<file path="config.mk">
export PLATFORM = sky130hd
export DESIGN_NAME = pwm_shadow_multichannel
export DESIGN_NICKNAME = d
export VERILOG_FILES = /design/src/rtl/pwm_shadow_multichannel.sv
export SDC_FILE = /design/constraint.sdc
export NUM_CORES = 1
export LEC_CHECK = 0
export CAP_MARGIN = 30
export CELL_PAD_IN_SITES_DETAIL_PLACEMENT = 0
export CELL_PAD_IN_SITES_GLOBAL_PLACEMENT = 1
export CORE_ASPECT_RATIO = 1.1
export CORE_UTILIZATION = 50
export CTS_CLUSTER_DIAMETER = 120
export DETAILED_ROUTE_END_ITERATION = 10
export PLACE_DENSITY = 0.88
export SETUP_SLACK_MARGIN = 0.15
export SYNTH_ARGS = -nofsm -noshare
export SYNTH_HDL_FRONTEND = slang
export SYNTH_SLANG_ARGS = --single-unit
export TNS_END_PERCENT = 1
</file>
<file path="constraint.sdc">
create_clock -name clk -period 5.5 [get_ports clk]
set_input_delay 0.825 -clock clk [delete_from_list [all_inputs] [get_ports clk]]
set_output_delay 0.825 -clock clk [all_outputs]
set_load 0.005 [all_outputs]
</file>
<file path="src/rtl/pwm_shadow_multichannel.sv">
// Multi-channel PWM generator with a shared prescaler and period counter.
// Duty values are double-buffered: DC_load fills a shadow copy that is only
// committed to the compare registers on a period boundary, so a running period
// never sees a torn duty update. Edge- or center-aligned counting is selected
// per period, and channel enables take effect at the boundary (turn-off is
// immediate).
module pwm_shadow_multichannel #(
    parameter int SysClk     = 125000000,
    parameter int PWMFreq    = 50,
    parameter int NPWM       = 5,
    parameter int Resolution = 8
) (
    input  logic                       clk,
    input  logic                       reset,
    input  logic [1:0]                 FreqSel,
    input  logic                       Mode,
    input  logic [NPWM*Resolution-1:0] DC_bus,
    input  logic                       DC_load,
    input  logic [NPWM-1:0]            Ch_en,
    output logic [NPWM-1:0]            PWMOut,
    output logic                       PeriodStart,
    output logic                       UpdPending
);

    localparam int R       = Resolution;
    localparam int TICKDIV = SysClk / (PWMFreq * (2 ** R));
    localparam int DW      = (TICKDIV > 1) ? $clog2(TICKDIV) : 1;

    localparam logic [R-1:0] CNT_MAX  = '1;
    localparam logic [R-1:0] CNT_ONE  = R'(1);
    localparam logic [R-1:0] CNT_ZERO = '0;
    localparam logic         DIR_UP   = 1'b1;
    localparam logic         DIR_DOWN = 1'b0;

    // Shared timebase state
    logic [DW-1:0] div_q, div_d;
    logic [DW-1:0] div_last;
    logic [31:0]   div_shift;
    logic          tick;

    logic [R-1:0]  cnt_q, cnt_d, cnt_step;
    logic          dir_q, dir_d, dir_step;
    logic          mode_q, mode_d;
    logic          boundary;

    logic          pending_q, pending_d;
    logic          pstart_q;

    // Terminal divider value: TICKDIV scaled down by the frequency multiplier,
    // never allowed below a divide-by-one.
    always_comb begin
        div_shift = 32'(TICKDIV) >> FreqSel;
        if (div_shift <= 32'd1) begin
            div_last = '0;
        end else begin
            div_last = DW'(div_shift - 32'd1);
        end
    end

    // Divider reaching (or overshooting after a FreqSel change) its terminal value is a tick
    always_comb begin
        tick  = (div_q >= div_last);
        div_d = tick ? '0 : div_q + 1'b1;
    end

    // Counter step: saw-tooth in edge mode, triangle in center mode
    always_comb begin
        cnt_step = cnt_q;
        dir_step = dir_q;
        if (!mode_q) begin
            cnt_step = cnt_q + CNT_ONE;
            dir_step = DIR_UP;
        end else if (dir_q == DIR_UP) begin
            if (cnt_q == CNT_MAX) begin
                cnt_step = CNT_MAX - CNT_ONE;
                dir_step = DIR_DOWN;
            end else begin
                cnt_step = cnt_q + CNT_ONE;
                dir_step = DIR_UP;
            end
        end else begin
            cnt_step = cnt_q - CNT_ONE;
            dir_step = (cnt_q == CNT_ONE) ? DIR_UP : DIR_DOWN;
        end
    end

    // Boundary handling: a boundary always restarts at 0 counting up, which
    // also covers the restart required when the mode changes.
    always_comb begin
        boundary  = tick && (cnt_step == CNT_ZERO);
        cnt_d     = cnt_q;
        dir_d     = dir_q;
        mode_d    = mode_q;
        if (boundary) begin
            cnt_d  = CNT_ZERO;
            dir_d  = DIR_UP;
            mode_d = Mode;
        end else if (tick) begin
            cnt_d  = cnt_step;
            dir_d  = dir_step;
        end
        // A load wins over the boundary clear so a coincident load stays pending
        pending_d = DC_load | (pending_q & ~boundary);
    end

    // Shared timebase and update-tracking registers
    always_ff @(posedge clk or negedge reset) begin
        if (!reset) begin
            div_q     <= '0;
            cnt_q     <= '0;
            dir_q     <= DIR_UP;
            mode_q    <= 1'b0;
            pending_q <= 1'b0;
            pstart_q  <= 1'b0;
        end else begin
            div_q     <= div_d;
            cnt_q     <= cnt_d;
            dir_q     <= dir_d;
            mode_q    <= mode_d;
            pending_q <= pending_d;
            pstart_q  <= boundary;
        end
    end

    assign PeriodStart = pstart_q;
    assign UpdPending  = pending_q;

    // Per-channel shadow/active duty, enable and compare output
    for (genvar gi = 0; gi < NPWM; gi++) begin : g_ch
        logic [R-1:0] shadow_q, shadow_d;
        logic [R-1:0] active_q, active_d;
        logic         en_q, en_d;
        logic         pwm_q, pwm_d;

        // Next-state for this channel: commit at boundary, disable immediately
        always_comb begin
            shadow_d = DC_load ? DC_bus[gi*R +: R] : shadow_q;
            active_d = (boundary && pending_q) ? shadow_q : active_q;
            en_d     = boundary ? Ch_en[gi] : (en_q & Ch_en[gi]);
            pwm_d    = en_q & (active_q > cnt_q);
        end

        // Channel registers
        always_ff @(posedge clk or negedge reset) begin
            if (!reset) begin
                shadow_q <= '0;
                active_q <= '0;
                en_q     <= 1'b0;
                pwm_q    <= 1'b0;
            end else begin
                shadow_q <= shadow_d;
                active_q <= active_d;
                en_q     <= en_d;
                pwm_q    <= pwm_d;
            end
        end

        assign PWMOut[gi] = pwm_q;
    end

endmodule

</file>
* Yosys cells after proc, flatten, opt, wreduce, memory -nomap -nowiden
Index checks and enable logic that the tools add are counted.
Word-level totals: output and inout port bits 7, input bits 51, register bits after elaboration 116, word-level logic and storage cells 75
Operators by class: order comparisons 7, bitwise operators 13, shift-type cells 1, add/subtract/negate cells 4, reduce and logical (&&, ||, !) cells 4, eq/ne operators 2, mux-type cells 18
Operators with widths (count):
- $gt A8 B8 Y1 | 5
- $mux W8 | 5
- $le A32 B1 Y1 const B | 1
- $shr A14 B2 Y32 const A | 1
- $mux W14 | 2
- $add A14 B1 Y14 const B | 1
- $ge A14 B14 Y1 | 1
- $sub A14 B1 Y14 const B | 1
- $and A1 B1 Y1 | 11
- $mux W1 | 11
- $add A8 B1 Y8 const B | 1
- $eq A8 B1 Y1 const B | 1
- $eq A8 B8 Y1 const B | 1
- $logic_not A8 Y1 | 1
- $sub A8 B1 Y8 const B | 1
- $logic_and A1 B1 Y1 | 2
- $reduce_bool A2 Y1 | 1
- $not A1 Y1 | 1
- $or A1 B1 Y1 | 1

* Depth between registers and ports, before layout
Gate-level depths: netlist (run 1).
word-level depth 9, gate-level depth with buffers 11, gate-level depth less buffers 10

* Least setup slack after synthesis (run 1)
No wires, ideal clock.
path kind input-to-reg, start input port FreqSel[1], end register mode_q, stages 11, path buffers 1, required time 5.375 ns, library setup time 0.125 ns, data arrival time 2.792 ns, setup slack 2.583 ns, path through inv_1 -> ha_1 -> nor2_1 -> ha_1 -> nand2b_1 -> a21oi_1 -> or3_1 -> a31oi_2 -> and4b_1 -> buf_2 -> mux2_2
Between the ends: longest elaborated chain between the ends 5, elaborated cells between the ends (all ways) 6, those cells by class add/sub (1); order compare (2); shift (1); mux (1); reduce/logical (1)
RTL lines:
- start: declaration | line 15 | input logic [1:0] FreqSel,
- $shr A14 B2 Y32 (*) | line 52 | div_shift = 32'(TICKDIV) >> FreqSel;
- $le A32 B1 Y1 / $sub A14 B1 Y14 (equally long branches) | line 53, 56
- $mux W14 (*) | line 53 | if (div_shift <= 32'd1) begin
- $ge A14 B14 Y1 (*) | line 62 | tick = (div_q >= div_last);
- $logic_and A1 B1 Y1 (*) | line 90 | boundary = tick && (cnt_step == CNT_ZERO);
- net boundary | line 44 | logic boundary;
- end signal: assignment | line 119 | mode_q <= mode_d;
- end: declaration | line 43 | logic mode_q, mode_d;
The timed path passes the listed nets; every way through them passes the cells marked *. A chain may end at the register's enable or synchronous reset.

* Final worst setup path (run 1)
start input port FreqSel[1], end register g_ch[1].active_q[1]
Between the ends: longest elaborated chain between the ends 6, elaborated cells between the ends (all ways) 7, those cells by class add/sub (1); order compare (2); shift (1); mux (1); reduce/logical (2)
RTL lines:
- $shr A14 B2 Y32 (*) | line 52
- $le A32 B1 Y1 / $sub A14 B1 Y14 (equally long branches) | line 53, 56
- $mux W14 (*) | line 53
- $ge A14 B14 Y1 (*) | line 62
- $logic_and A1 B1 Y1 (*) | line 90
- $logic_and A1 B1 Y1 (*) | line 138 | active_d = (boundary && pending_q) ? shadow_q : active_q;
- end signal: assignment | line 152 | active_q <= active_d;
- end: declaration | line 131 | logic [R-1:0] active_q, active_d;
Every way passes the cells marked *; elsewhere a longest branch is shown, timed or not.

==> impl_metrics.tcl, run 1 <==
set metrics [dict create \
    status "completed" \
    cts_tree "done" \
    drive_gt1_share_pct 21.2 \
    hpwl_um 8750 \
    syn-cell-area_mm2 0.00626 \
    totalWireLength_um 12700 \
    cp-startpoint "FreqSel[1]" \
    crit_path_end "g_ch[1].active_q[1]" \
    grt_usage_pct 21.7 \
    pin_count 58 \
    cts_hold_buf 0 \
    slew_headroom_pct 39.7 \
    rsz0062_at_grt "no" \
    finClkSkew_ns 0.00836 \
    max_cap_violations 0 \
    hp-class "in -> async" \
    ys_ff_latch 116 \
    multi_input_area_mm2 0.00313 \
    synthTopCellsByArea "dfrtp_1 (46%), ha_1 (12%), mux2_4 (9.6%)" \
    min_period_ns 3.49 \
    grt_overflow 0 \
    nets 680 \
    cts_buffers 17 \
    drt_iter0_drc 177 \
    first_pass_iters 4 \
    setup_tns_ns 0 \
    critPathMaxFanout 40 \
    io_buffers 57 \
    drc_errors 0 \
    hold_viol_final 0 \
    grt_pass1_vias 4273 \
    die_area_mm2 0.0130 \
    synth_top_area_share_pct 46.0 \
    h-tree-depth 4 \
    power_density_mw_per_mm2 391 \
    regToRegStartpoint "cnt_q[0]" \
    gp_congestion 0.909 \
    synth.distinct_cells 49 \
    synth_common_cells "dfrtp_1 (115), ha_1 (62), mux2_2 (42)" \
    ys_async_sr_fraction_pct 100 \
    grt_use_met1_pct 26.8 \
    arrival_ns 3.79 \
    area_growth_pct 19.8 \
    final_core_util_pct 61.8 \
    fmax_mhz 286 \
    clk_path_buf_depth 2 \
    use_met3_pct 5.25 \
    power_mw 2.93 \
    core_area_mm2 0.0121 \
    r2r_cells 8 \
    syn_area_per_cell_um2 12.3 \
    crit_type "in -> reg" \
    ys.flop_type "dfrtp_1" \
    seq_area_mm2 0.00290 \
    vias 4119 \
    drv_slew 0 \
    peakVddDrop_v 0.000234 \
    avgViaCountPerCell 5.62 \
    worst_pin_slew_ns 0.905 \
    required_ns 5.80 \
    endpoint_kind "flop" \
    fill_cells 928 \
    synth-seq-area-share_pct 46.4 \
    startpoint_type "input pin" \
    ff2ff_setup_slack_ns 2.13 \
    die_y_um 119 \
    clk_transition_reported_paths_ns 0.05 \
    antenna_found_initial 0 \
    cts.sinks 116 \
    dieWidth_um 109 \
    synth_top_area_cell "dfrtp_1" \
    setup-violations-final 0 \
    cts-root-buf "clkbuf_16" \
    syn_nets 623 \
    globalRoute.busiestLayer "met2" \
    synth_edf_count 0 \
    cts_resized 0 \
    postRouteAntennaNets 0 \
    ys_warn_count 0 \
    grt_pass1_wl_um 21100 \
    yosysMostFrequentCell "dfrtp_1" \
    use_met2_pct 35.2 \
    antenna_cells 0 \
    rows 42 \
    r2r-end "mode_q" \
    insertion_delay_ns 0.42 \
    cts_setup_buffers 0 \
    grt_max_degree 65 \
    p_leak_nw 3.70 \
    synth_cells 510 \
    initial_core_util_pct 51.5 \
    wl_per_cell_um 17.4 \
    finalCritPeriodShare_pct 63.5 \
]
## sequential cells by signal, summed over array words and instances (netlist names)
| register | flops |
|---|---|
| g_ch.active_q | 40 |
| UpdPending | 1 |
| g_ch.shadow_q | 40 |
| cnt_q | 8 |
| mode_q | 1 |
| div_q | 14 |
| PeriodStart | 1 |
| g_ch.en_q | 5 |
| dir_q | 1 |
| g_ch.pwm_q | 5 |
## how the worst min path moves through the flow
| stage | endpoint | depth (start not counted) |
|---|---|---|
| 2_1_floorplan | g_ch[0].en_q | 1 |
| 3_3_place_gp | g_ch[3].active_q[4] | 1 |
| 3_5_place_dp | g_ch[0].active_q[2] | 1 |
| 4_1_cts | g_ch[0].active_q[2] | 1 |
| 5_1_grt | g_ch[0].active_q[2] | 1 |
| 6_report | g_ch[0].active_q[2] | 1 |
## final cells by class
type	count	share of cell area (%)
inverter	23	1.15
sequential	116	38.7
tap	154	2.57
timing repair buffer	60	7.81
clock inverter	8	1.65
multi-input combinational	349	41.7
clock buffer	23	6.38
## cell families after synthesis
logic type	count (synthesis)	synth area share [%]
AO/OA/AOI/OAI	88	9.58
XOR/XNOR	11	1.54
adder cells (fa/ha/maj)	62	12.4
buffers and inverters	45	3.76
flip-flops	116	46.4
multiplexers	83	17.3
AND/OR/NAND/NOR	105	9.00
## worst max-delay path, cell delays in order
cell and delay (ns):
clkdlybuf4s50_1 0.53, inv_1 0.10, ha_1 0.30, inv_1 0.05, ha_1 0.16, a211oi_1 0.32
o211ai_1 0.12, a31oi_1 0.21, a31oi_2 0.09, nand4_4 0.08, buf_4 0.58, mux2_4 0.36
## power by group
group / internal, mW / total, mW / leakage (nW) / switching [mW]
clock network: 0.744 / 1.12 / 0.290 / 0.373
registers: 0.962 / 1.10 / 1.49 / 0.143
logic: 0.311 / 0.710 / 1.92 / 0.399
## per-layer routing
layer	vias up	share of wire (%)
met5	-	0
met4	0	3.0
met3	28	3.7
met2	91	49
met1	2041	44
li1	1959	-
## cell usage in the layout, fill, tap and decap left out, types with 17 or more instances in the layout
| cell | Yosys | final |
|---|---|---|
| nand4_1 | 18 | 18 |
| nand2_1 | 17 | 17 |
| o21ai_0 | 21 | 21 |
| ha_1 | 62 | 62 |
| inv_1 | 23 | 23 |
| clkdlybuf4s50_1 | 0 | 55 |
| dfrtp_1 | 115 | 115 |
| mux2_2 | 42 | 42 |
| clkbuf_16 | 0 | 17 |
| mux2_4 | 40 | 40 |
| nor2_1 | 24 | 24 |
| a21oi_1 | 20 | 20 |
## per-stage QoR
step           setup slack, ns  cells  instance area [um2]  hold slack (ns)
2_1_floorplan             2.58    510                 6260            0.464
3_3_place_gp              1.67    702                 6900            0.487
3_5_place_dp              1.61    702                 6900            0.492
4_1_cts                   2.01    733                 7500            0.451
5_1_grt                   1.83    733                 7500            0.491
6_report                  2.01    733                 7500            0.434
(Power assumes the default switching activity.)
==> inputs of run 2 (changes only) <==
--- a/config.mk
+++ b/config.mk
@@ -9,10 +9,10 @@
 export CELL_PAD_IN_SITES_DETAIL_PLACEMENT = 0
 export CELL_PAD_IN_SITES_GLOBAL_PLACEMENT = 1
 export CORE_ASPECT_RATIO = 1.1
-export CORE_UTILIZATION = 50
+export CORE_UTILIZATION = 47
 export CTS_CLUSTER_DIAMETER = 120
 export DETAILED_ROUTE_END_ITERATION = 10
-export PLACE_DENSITY = 0.88
+export PLACE_DENSITY = 0.84
 export SETUP_SLACK_MARGIN = 0.15
 export SYNTH_ARGS = -nofsm -noshare
 export SYNTH_HDL_FRONTEND = slang
==> constraint.sdc (replaced) <==
create_clock -name clk -period 3.45 [get_ports clk]
set_input_delay 0.5175 -clock clk [delete_from_list [all_inputs] [get_ports clk]]
set_output_delay 0.5175 -clock clk [all_outputs]
set_load 0.005 [all_outputs]
==> run 2 against run 1 <==
The run now ends with DRC left. Clock power up 57%. Power rose by 60%. Design area increased by 1.2%. Critical endpoint is now mode_q. Largest cell class unchanged.
==> impl_metrics.tcl, run 2 (same netlist as run 1, synthesis figures left out) <==
set metrics [dict create \
    cts.sinks 116 \
    cts-root-buf "clkbuf_16" \
    grt_usage_pct 20.6 \
    endpoint_kind "flop" \
    nets 685 \
    wl_met3_um 377 \
    power_density_mw_per_mm2 619 \
    initial_core_util_pct 48.9 \
    cts_hold_buf 0 \
    insertion_delay_ns 0.41 \
    final_core_util_pct 59.2 \
    cts_setup_buffers 0 \
    crit_type "in -> reg" \
    drc_errors 3 \
    multi_input_area_mm2 0.00313 \
    die_y_um 123 \
    gp_congestion 0.862 \
    drive_gt1_share_pct 22.6 \
    die_area_mm2 0.0138 \
    setup_tns_ns 0 \
    first_pass_iters 7 \
    worst_pin_slew_ns 0.906 \
    pin_count 58 \
    p_leak_nw 3.75 \
    grt_pass1_vias 4367 \
    cts_tree "done" \
    rsz0062_at_grt "no" \
    clk_transition_reported_paths_ns 0.06 \
    totalWireLength_um 12800 \
    fill_cells 1049 \
    grt_overflow 0 \
    drv_slew 0 \
    slew_headroom_pct 39.6 \
    fmax_mhz 333 \
    area_growth_pct 21.2 \
    avgViaCountPerCell 5.48 \
    final_cell_mix "dfrtp_1 (115), ha_1 (62), clkdlybuf4s50_1 (55)" \
    postRouteAntennaNets 0 \
    grt_pass1_wl_um 21700 \
    vias 4069 \
    final_common_cell "dfrtp_1" \
    hold_viol_final 0 \
    io_buffers 57 \
    met2_length_um 6330 \
    peakVddDrop_v 0.000283 \
    cts_buffers 17 \
    hp-class "in -> async" \
    finalCritPeriodShare_pct 87.1 \
    cts_resized 0 \
    seq_area_mm2 0.00290 \
    grt_max_degree 76 \
    antenna_found_initial 0 \
    reg_top3 "g_ch.active_q: 40 flops, g_ch.shadow_q: 40 flops, div_q: 14 flops" \
    wl_met1_um 5850 \
    hpwl_um 8930 \
    core_area_mm2 0.0128 \
    h-tree-depth 4 \
    setup-violations-final 0 \
    min_period_ns 3.01 \
    highest_layer "met4" \
    failed_checks "DRC" \
    finClkSkew_ns 0.00777 \
    status "complete, but fails checks" \
    startpoint_type "input pin" \
    dieWidth_um 112 \
    drt_iter0_drc 175 \
    required_ns 3.74 \
    antenna_cells 0 \
    arrival_ns 3.29 \
    max_cap_violations 0 \
    rows 43 \
    clk_path_buf_depth 2 \
    wl_per_cell_um 17.2 \
    critPathMaxFanout 23 \
]
## run 2: layout make-up
cell class | instances | share of cell area, %
multi-input combinational | 349 | 41.2
sequential | 116 | 38.3
timing repair buffer | 65 | 8.87
clock buffer | 19 | 5.97
tap | 157 | 2.59
clock inverter | 13 | 1.93
inverter | 23 | 1.14
## run 2: critical path: stages
cell             delay, ns
clkdlybuf4s50_1       0.47
inv_1                 0.13
ha_1                  0.18
inv_1                 0.08
ha_1                  0.30
nand4_1               0.12
or3_1                 0.38
a31oi_2               0.30
buf_12                0.21
and4b_1               0.24
mux2_2                0.36
## run 2: power by group
part | switching (mW) | internal (mW)
sequential | 0.212 | 1.53
combinational | 0.656 | 0.529
clock | 0.653 | 1.11
## run 2: final timing paths
| kind | start | to | slack (ns) | depth (start not counted) |
|---|---|---|---|---|
| max | FreqSel[1] | mode_q | 0.44 | 11 |
| min | reset | g_ch[4].shadow_q[2] | 0.08 | 1 |
| max reg2reg | cnt_q[0] | g_ch[0].active_q[3] | 0.46 | 9 |
| min reg2reg | g_ch[4].shadow_q[3] | g_ch[4].active_q[3] | 0.50 | 1 |
| max in group asynchronous | reset | dir_q | 2.57 | 2 |
| min in group clk | g_ch[4].shadow_q[3] | g_ch[4].active_q[3] | 0.50 | 1 |
## run 2: stage by stage
stage,power (mW),instance area (um2),instances,hold slack [ns],setup WS [ns]
floorplan,2.52,6260,510,0.222,0.731
global placement,2.90,6990,710,0.482,0.111
detailed placement,2.94,6990,710,0.484,0.0587
CTS,4.72,7590,742,0.0901,0.444
global route,4.99,7590,742,0.112,0.234
finish,4.69,7590,742,0.0759,0.443
## run 2: layer usage
| layer | track usage [%] | vias to the layer above |
|---|---|---|
| met3 | 4.56 | 25 |
| met5 | 0 | - |
| met1 | 25.8 | 1996 |
| met2 | 35.1 | 69 |
| met4 | 7.92 | 0 |
| li1 | - | 1979 |
